--- src/rtl/imager_pkg.sv ---
// Shared types for the imager sequencer: FSM state, frame configuration record
// and the imager pattern-mode codes.
package imager_pkg;

  localparam int IMG_ROWS_W = 12;
  localparam int IMG_COLS_W = 12;
  localparam int IMG_FCNT_W = 16;
  localparam int IMG_MODE_W = 4;

  typedef enum logic [2:0] {
    ST_IDLE   = 3'd0,
    ST_ARM    = 3'd1,
    ST_STREAM = 3'd2,
    ST_END    = 3'd3,
    ST_ERROR  = 3'd4
  } imager_state_e;

  typedef struct packed {
    logic [IMG_MODE_W-1:0] mode;
    logic [IMG_ROWS_W-1:0] active_rows;
    logic [IMG_ROWS_W-1:0] virtual_rows;
    logic [IMG_COLS_W-1:0] active_cols;
    logic [IMG_COLS_W-1:0] virtual_cols;
    logic [IMG_FCNT_W-1:0] num_frames;
  } imager_cfg_t;

  localparam logic [IMG_MODE_W-1:0] MODE_0 = 4'd0;
  localparam logic [IMG_MODE_W-1:0] MODE_1 = 4'd1;
  localparam logic [IMG_MODE_W-1:0] MODE_2 = 4'd2;
  localparam logic [IMG_MODE_W-1:0] MODE_3 = 4'd3;
  localparam logic [IMG_MODE_W-1:0] MODE_4 = 4'd4;
  localparam logic [IMG_MODE_W-1:0] MODE_5 = 4'd5;
  localparam logic [IMG_MODE_W-1:0] MODE_6 = 4'd6;
  localparam logic [IMG_MODE_W-1:0] MODE_7 = 4'd7;
  localparam logic [IMG_MODE_W-1:0] MODE_8 = 4'd8;

endpackage

--- src/rtl/imager_seq_if.sv ---
// Capture-command channel between the host and the imager sequencer
// (valid/ready handshake plus the command fields).
interface imager_seq_if;
  import imager_pkg::*;

  logic                  cmd_valid;
  logic                  cmd_ready;
  logic [IMG_FCNT_W-1:0] cmd_num_frames;
  logic [IMG_MODE_W-1:0] cmd_mode;
  logic [IMG_ROWS_W-1:0] cmd_active_rows;
  logic [IMG_ROWS_W-1:0] cmd_virtual_rows;
  logic [IMG_COLS_W-1:0] cmd_active_cols;
  logic [IMG_COLS_W-1:0] cmd_virtual_cols;

  modport master (
    output cmd_valid, cmd_num_frames, cmd_mode,
           cmd_active_rows, cmd_virtual_rows, cmd_active_cols, cmd_virtual_cols,
    input  cmd_ready
  );

  modport slave (
    input  cmd_valid, cmd_num_frames, cmd_mode,
           cmd_active_rows, cmd_virtual_rows, cmd_active_cols, cmd_virtual_cols,
    output cmd_ready
  );

endinterface

--- src/rtl/imager_seq_edge.sv ---
// Registers the imager frame-valid and produces registered rise/fall pulses
// that are aligned with the cycle in which fv_q_o takes its new value.
module imager_seq_edge (
  input  logic clk,
  input  logic reset_n,
  input  logic fv_i,
  output logic fv_q_o,
  output logic rise_o,
  output logic fall_o
);

  logic fv_q;
  logic rise_q;
  logic fall_q;

  always_ff @(posedge clk or negedge reset_n) begin
    if (!reset_n) begin
      fv_q   <= 1'b0;
      rise_q <= 1'b0;
      fall_q <= 1'b0;
    end else begin
      fv_q   <= fv_i;
      rise_q <= fv_i & ~fv_q;
      fall_q <= ~fv_i & fv_q;
    end
  end

  assign fv_q_o = fv_q;
  assign rise_o = rise_q;
  assign fall_o = fall_q;

endmodule

--- src/rtl/imager_seq.sv ---
// Frame-aligned capture sequencer for the imager model. Optional watchdog is
// compiled in with IMAGER_SEQ_TIMEOUT_EN (default build: no watchdog).
module imager_seq
  import imager_pkg::*;
#(
  parameter int NUM_ROWS_WIDTH  = 12,
  parameter int NUM_COLS_WIDTH  = 12,
  parameter int FRAME_CNT_WIDTH = 16,
  parameter int TIMEOUT_WIDTH   = 24
) (
  input  logic                       clk,
  input  logic                       reset_n,
  imager_seq_if.slave                cmd,
  input  logic                       stop,
  input  logic [TIMEOUT_WIDTH-1:0]   timeout_cycles,
  input  logic                       fv,
  output logic                       img_enable,
  output logic [3:0]                 img_mode,
  output logic [NUM_ROWS_WIDTH-1:0]  img_num_active_rows,
  output logic [NUM_ROWS_WIDTH-1:0]  img_num_virtual_rows,
  output logic [NUM_COLS_WIDTH-1:0]  img_num_active_cols,
  output logic [NUM_COLS_WIDTH-1:0]  img_num_virtual_cols,
  output logic                       busy,
  output logic                       frame_start,
  output logic                       frame_done,
  output logic [FRAME_CNT_WIDTH-1:0] frames_captured,
  output logic                       done,
  output logic                       timeout_err
);

  function automatic logic [FRAME_CNT_WIDTH-1:0] sat_inc(input logic [FRAME_CNT_WIDTH-1:0] v);
    return (&v) ? v : v + 1'b1;
  endfunction

  imager_state_e              state_q, state_d;
  imager_cfg_t                act_q, act_d;
  imager_cfg_t                pend_q, pend_d;
  logic                       pend_vld_q, pend_vld_d;
  logic [FRAME_CNT_WIDTH-1:0] fc_q, fc_d;
  logic                       err_q, err_d;

  logic fv_q, fv_rise, fv_fall;
  logic running, cmd_fire, target_hit, to_hit;
  logic [FRAME_CNT_WIDTH-1:0] fc_inc;

  imager_seq_edge u_edge (
    .clk     (clk),
    .reset_n (reset_n),
    .fv_i    (fv),
    .fv_q_o  (fv_q),
    .rise_o  (fv_rise),
    .fall_o  (fv_fall)
  );

  assign running       = (state_q == ST_ARM) || (state_q == ST_STREAM);
  assign cmd.cmd_ready = !pend_vld_q;
  assign cmd_fire      = cmd.cmd_valid && cmd.cmd_ready;
  assign fc_inc        = sat_inc(fc_q);
  assign target_hit    = (act_q.num_frames != '0) && (fc_inc >= act_q.num_frames);

`ifdef IMAGER_SEQ_TIMEOUT_EN
  // Watchdog measures time since the last fv edge while the imager is enabled.
  logic [TIMEOUT_WIDTH-1:0] to_cnt_q;

  always_ff @(posedge clk or negedge reset_n) begin
    if (!reset_n) begin
      to_cnt_q <= '0;
    end else if (!running || (fv != fv_q)) begin
      to_cnt_q <= '0;
    end else begin
      to_cnt_q <= to_cnt_q + 1'b1;
    end
  end

  assign to_hit = running && (timeout_cycles != '0) && (to_cnt_q >= timeout_cycles - 1'b1);
`else
  logic unused_timeout;
  assign unused_timeout = ^timeout_cycles;
  assign to_hit         = 1'b0;
`endif

  always_comb begin
    state_d    = state_q;
    act_d      = act_q;
    pend_d     = pend_q;
    pend_vld_d = pend_vld_q;
    fc_d       = fc_q;
    err_d      = err_q;

    if (cmd_fire) begin
      pend_vld_d          = 1'b1;
      pend_d.mode         = cmd.cmd_mode;
      pend_d.active_rows  = cmd.cmd_active_rows;
      pend_d.virtual_rows = cmd.cmd_virtual_rows;
      pend_d.active_cols  = cmd.cmd_active_cols;
      pend_d.virtual_cols = cmd.cmd_virtual_cols;
      pend_d.num_frames   = cmd.cmd_num_frames;
    end

    case (state_q)
      ST_IDLE: begin
        if (pend_vld_q && !stop) begin
          act_d      = pend_q;
          pend_vld_d = 1'b0;
          fc_d       = '0;
          state_d    = ST_ARM;
        end
      end
      ST_ARM: begin
        if (stop)         state_d = ST_END;
        else if (to_hit)  state_d = ST_ERROR;
        else if (fv_rise) state_d = ST_STREAM;
      end
      ST_STREAM: begin
        // Only leave between frames so the imager never sees a cut frame.
        if (fv_fall) begin
          fc_d = fc_inc;
          if (target_hit || stop || pend_vld_q) state_d = ST_END;
        end else if (to_hit) begin
          state_d = ST_ERROR;
        end else if ((stop || pend_vld_q) && !fv_q && !fv) begin
          state_d = ST_END;
        end
      end
      ST_END: begin
        state_d = ST_IDLE;
      end
      ST_ERROR: begin
        if (pend_vld_q) begin
          state_d = ST_IDLE;
          err_d   = 1'b0;
        end
      end
      default: state_d = ST_IDLE;
    endcase

    if (state_d == ST_ERROR && state_q != ST_ERROR) err_d = 1'b1;
  end

  always_ff @(posedge clk or negedge reset_n) begin
    if (!reset_n) begin
      state_q    <= ST_IDLE;
      act_q      <= '0;
      pend_vld_q <= 1'b0;
      fc_q       <= '0;
      err_q      <= 1'b0;
    end else begin
      state_q    <= state_d;
      act_q      <= act_d;
      pend_vld_q <= pend_vld_d;
      fc_q       <= fc_d;
      err_q      <= err_d;
    end
  end

  // Pending payload is qualified by pend_vld_q, so it needs no reset.
  always_ff @(posedge clk) begin
    pend_q <= pend_d;
  end

  assign img_enable           = running;
  assign img_mode             = act_q.mode;
  assign img_num_active_rows  = act_q.active_rows;
  assign img_num_virtual_rows = act_q.virtual_rows;
  assign img_num_active_cols  = act_q.active_cols;
  assign img_num_virtual_cols = act_q.virtual_cols;
  assign busy                 = (state_q != ST_IDLE);
  assign frame_start          = fv_rise && ((state_q == ST_STREAM) ||
                                            ((state_q == ST_ARM) && (state_d == ST_STREAM)));
  assign frame_done           = fv_fall && (state_q == ST_STREAM);
  assign frames_captured      = fc_q;
  assign done                 = (state_q == ST_END);
  assign timeout_err          = err_q;

endmodule

--- src/flat_wrapper.sv ---
// flat-port wrapper written by rule: the top's interface ports become plain ports
module imager_seq_flat import imager_pkg::*;
#(
  parameter int NUM_ROWS_WIDTH  = 12,
  parameter int NUM_COLS_WIDTH  = 12,
  parameter int FRAME_CNT_WIDTH = 16,
  parameter int TIMEOUT_WIDTH   = 24
)
  (clk, reset_n, stop, timeout_cycles, fv, img_enable, img_mode, img_num_active_rows, img_num_virtual_rows, img_num_active_cols, img_num_virtual_cols, busy, frame_start, frame_done, frames_captured, done, timeout_err, cmd_cmd_valid, cmd_cmd_num_frames, cmd_cmd_mode, cmd_cmd_active_rows, cmd_cmd_virtual_rows, cmd_cmd_active_cols, cmd_cmd_virtual_cols, cmd_cmd_ready);
  imager_seq_if cmd_i ();
  input  logic clk;
  input  logic reset_n;
  input  logic stop;
  input  logic [TIMEOUT_WIDTH-1:0] timeout_cycles;
  input  logic fv;
  output logic img_enable;
  output logic [3:0] img_mode;
  output logic [NUM_ROWS_WIDTH-1:0] img_num_active_rows;
  output logic [NUM_ROWS_WIDTH-1:0] img_num_virtual_rows;
  output logic [NUM_COLS_WIDTH-1:0] img_num_active_cols;
  output logic [NUM_COLS_WIDTH-1:0] img_num_virtual_cols;
  output logic busy;
  output logic frame_start;
  output logic frame_done;
  output logic [FRAME_CNT_WIDTH-1:0] frames_captured;
  output logic done;
  output logic timeout_err;
  input wire logic [$bits(cmd_i.cmd_valid)-1:0] cmd_cmd_valid;
  input wire logic [$bits(cmd_i.cmd_num_frames)-1:0] cmd_cmd_num_frames;
  input wire logic [$bits(cmd_i.cmd_mode)-1:0] cmd_cmd_mode;
  input wire logic [$bits(cmd_i.cmd_active_rows)-1:0] cmd_cmd_active_rows;
  input wire logic [$bits(cmd_i.cmd_virtual_rows)-1:0] cmd_cmd_virtual_rows;
  input wire logic [$bits(cmd_i.cmd_active_cols)-1:0] cmd_cmd_active_cols;
  input wire logic [$bits(cmd_i.cmd_virtual_cols)-1:0] cmd_cmd_virtual_cols;
  output wire logic [$bits(cmd_i.cmd_ready)-1:0] cmd_cmd_ready;
  assign cmd_i.cmd_valid = cmd_cmd_valid;
  assign cmd_i.cmd_num_frames = cmd_cmd_num_frames;
  assign cmd_i.cmd_mode = cmd_cmd_mode;
  assign cmd_i.cmd_active_rows = cmd_cmd_active_rows;
  assign cmd_i.cmd_virtual_rows = cmd_cmd_virtual_rows;
  assign cmd_i.cmd_active_cols = cmd_cmd_active_cols;
  assign cmd_i.cmd_virtual_cols = cmd_cmd_virtual_cols;
  assign cmd_cmd_ready = cmd_i.cmd_ready;
  imager_seq #(.NUM_ROWS_WIDTH(NUM_ROWS_WIDTH), .NUM_COLS_WIDTH(NUM_COLS_WIDTH), .FRAME_CNT_WIDTH(FRAME_CNT_WIDTH), .TIMEOUT_WIDTH(TIMEOUT_WIDTH)) u_core (.clk(clk), .reset_n(reset_n), .cmd(cmd_i), .stop(stop), .timeout_cycles(timeout_cycles), .fv(fv), .img_enable(img_enable), .img_mode(img_mode), .img_num_active_rows(img_num_active_rows), .img_num_virtual_rows(img_num_virtual_rows), .img_num_active_cols(img_num_active_cols), .img_num_virtual_cols(img_num_virtual_cols), .busy(busy), .frame_start(frame_start), .frame_done(frame_done), .frames_captured(frames_captured), .done(done), .timeout_err(timeout_err));
endmodule
--- config.mk ---
export PLATFORM = sky130hd
export DESIGN_NAME = imager_seq_flat
export DESIGN_NICKNAME = d
export VERILOG_FILES = /design/src/rtl/imager_pkg.sv /design/src/rtl/imager_seq_if.sv /design/src/rtl/imager_seq_edge.sv /design/src/rtl/imager_seq.sv /design/src/flat_wrapper.sv
export SDC_FILE = /design/constraint.sdc
export NUM_CORES = 1
export LEC_CHECK = 0
export CAP_MARGIN = 15
export CORE_UTILIZATION = 40
export CTS_CLUSTER_DIAMETER = 100
export DETAILED_ROUTE_END_ITERATION = 16
export PLACE_DENSITY = 0.72
export SETUP_SLACK_MARGIN = 0.05
export SLEW_MARGIN = 40
export SYNTH_ARGS = -nofsm -noshare
export SYNTH_HDL_FRONTEND = slang
export SYNTH_SLANG_ARGS = --single-unit
--- constraint.sdc ---
create_clock -name clk -period 4.7 [get_ports clk]
set_input_delay 0.94 -clock clk [delete_from_list [all_inputs] [get_ports clk]]
set_output_delay 0.94 -clock clk [all_outputs]
set_load 0.01 [all_outputs]
==> impl_metrics.yaml <==
run_status:
  status: "finished, final reports clean"
logic_synthesis:
  synth_seq_cells: 160
  yosys.cell_types.count: 52
  synth_area_mm2: 0.006910
  synth_flop_cell: "dfrtp_1"
  postSynthAreaPerCell_um2: 13.19
  async_flop_share_pct: 57.50
  ys_warn_count: 0
  yosysTopAreaCellShare_pct: 33.32
  yosysTopAreaCell: "dfrtp_1"
  synth.most_common_cell: "dfrtp_1"
  ys_seq_area_share_pct: 62.86
  synth_edf_count: 68
  synthCells: 524
  yosys-top-cells-count: "dfrtp_1 (92), edfxtp_1 (68), mux2_2 (56), buf_4 (52), nand2_1 (36)"
  synthTopCellsByArea: "dfrtp_1 (33%), edfxtp_1 (30%), mux2_2 (9.1%), buf_4 (5.6%), ha_1 (3.1%)"
  syn-num-nets: 638
clocking:
  clk_path_buf_depth: 2
  cts_htree_levels: 4
  cts_tree: "yes"
  clock_latency_ns: 0.42
  post_cts_buffers: 0
  clock_sinks: 160
  numCtsBuffers: 17
  hold_buffers: 0
  cts_root_buf: "clkbuf_16"
  clk_pin_slew_ns: 0.06
  cts_resized: 0
timing:
  final_hold_viol_count: 0
  worst_slack_ns: 0.9448
  tightest_slew_ns: 0.7199
  clock-skew-final_ns: 0.007445
  rsz0062_at_grt: "no"
  fin_crit_sh_pct: 79.90
  timing.hold.ws_ns: 0.4578
  setup_viol: 0
  slew_headroom_pct: 52.01
  maxSlewViolCount: 0
  period_minus_slack_ns: 3.755
  max_freq_ghz: 0.2663
  fin_setup_tns_ns: 0
power_and_ir_drop:
  p_per_area_mw_per_mm2: 590.8
  p_comb_share_pct: 31.6
  netSwitchingPower_w: 0.001587
  p_clk_share_pct: 27.3
  power.share.sequential_pct: 41.2
  p_leak_nw: 3.430
  p_sw_share_pct: 30.38
  ir_worst_vdd_mv: 0.2855
  power_w: 0.005224
  intPower_w: 0.003637
worst_setup_path:
  cp-start-kind: "flop"
  endpoint_kind: "primary output"
  worstPathMaxFanout: 17
  cpPeakStageDelay_ns: 0.64
  path_cells: "nand2b_1 > or3b_2 > inv_1 > clkdlybuf4s50_1"
  cp.arrival_ns: 2.82
  critPathKind: "flop to primary output"
  critPathRequiredTime_ns: 3.76
  cp_slowest_cell: "or3b_2"
floorplanning:
  dieArea_mm2: 0.01780
  die_w_um: 133.4
  die-height_um: 133.4
  core-area_mm2: 0.01670
  num_io_pins: 172
  rows: 47
  start_util_pct: 41.38
global_route:
  antenna_found_initial: 0
  grt_pass1_vias: 4568
  met1_usage_pct: 19.97
  use_met2_pct: 28.07
  use_met3_pct: 7.725
  grt-ovfl-total: 0
  grt_pass1_wl_mm: 23.26
  grt_max_degree: 72
  grt.busiest_layer: "met2"
  grt_usage_pct: 17.04
layout:
  drive_gt1_share_pct: 16.61
  final_nets: 739
  areaGrowthSynthToFinish_pct: 27.96
  final_cells: 858
  antennaDiodeCount: 0
routing:
  antenna_left: 0
  vias: 4307
  drtIter0Drc: 211
  wl_per_cell_um: 16.38
  routed_wl_mm: 14.05
  drc: 0
  viasPerCell: 5.020
  drtPass1Iterations: 4
placement:
  pre_cts_slack_ns: 1.176
  hpwlAfterDp_mm: 9.677
  port_buffers: 147
  gp_congestion: 0.8631
  place_inst: 826
hold_path:
  hold_path_class: "flop to flop"
flow_run:
  max_cap_viol_count: 0
-- routing by layer --
metal	part of all wire, %	up-vias
li1	-	2029
met1	41	2115
met2	49	152
met3	9.7	11
met4	1.0	0
met5	0	-
-- worst max-delay path, delay by kind of cell, from the launching register on --
| family | cells | cell delay (ns) |
|---|---|---|
| DFF | 1 | 0.44 |
| buffers and inverters | 2 | 1.09 |
| and+or+nand+nor | 2 | 0.87 |
-- cells by family after synthesis --
kind of cell	synth area share, %
AO/OA/AOI/OAI	6.790
XOR/XNOR	1.141
adder cells (fa/ha/maj)	3.078
buffers and inverters	8.329
flip-flops	62.86
multiplexers	9.270
AND/OR/NAND/NOR	8.528
-- path summary, 6_finish.rpt --
path | startpoint | end | slack, ns | cells after the start
max | u_core.state_q[0] | frame_done | 0.94 | 4
min | u_core.pend_q[3] | u_core.act_q[3] | 0.46 | 2
max reg2reg | u_core.frames_captured[0] | u_core.state_q[0] | 1.11 | 11
min reg2reg | u_core.pend_q[3] | u_core.act_q[3] | 0.46 | 2
max in group asynchronous | reset_n | u_core.img_num_active_rows[11] | 3.38 | 2
min in group asynchronous | reset_n | u_core.img_num_active_rows[9] | 0.52 | 1
-- power by group through the flow --
stage	registers [W]	clock network, W	logic [W]
floorplan	0.00211	0	0.00118
global placement	0.00214	0	0.00161
detailed placement	0.00217	0	0.00166
CTS	0.00215	0.00147	0.00168
global route	0.00221	0.00152	0.00180
finish	0.00215	0.00142	0.00165
-- final cells by class --
class / count / area [µm²]
Clock buffer: 17 / 425.4
Clock inverter: 15 / 190.2
Fill cell: 1381 / 7859
Inverter: 23 / 86.33
Multi-Input combinational cell: 270 / 2003
Sequential cell: 160 / 4344
Tap cell: 220 / 275.3
Timing Repair Buffer: 153 / 1518
-- cell usage in the layout (no fill, tap or decap), drive strengths merged, types with 4 or more instances in the layout --
cell type	count
edfxtp	68
nand4	4
inv	32
nand3	13
a31oi	7
o21a	5
ha	17
a21oi	13
buf	7
clkbuf	17
o21ai	27
mux2	56
xnor2	6
nor3	7
nand2	36
o211ai	5
clkdlybuf4s50	146
nor2	24
nor2b	5
nor4	4
nand2b	4
or4	6
dfrtp	92
a311oi	4
-- per-stage QoR --
step / util (%) / area, µm²
2_1_floorplan: - / 6910
3_3_place_gp: 49.24 / 8223
3_5_place_dp: 49.26 / 8227
4_1_cts: 52.94 / 8842
5_1_grt: 52.94 / 8842
6_report: 52.94 / 8842
-- flip-flops by register name, indices dropped and copies added (netlist names) --
name	flops
u_core.pend_q	68
u_core.u_edge.rise_o	1
u_core.frames_captured	16
u_core.img_num_virtual_rows	12
u_core.act_q	16
u_core.state_q	3
u_core.img_mode	4
u_core.img_num_active_rows	12
u_core.pend_vld_q	1
u_core.img_num_virtual_cols	12
u_core.img_num_active_cols	12
u_core.timeout_err	1
u_core.u_edge.fv_q_o	1
u_core.u_edge.fall_o	1
No activity file was read; power rests on OpenSTA's default activity.
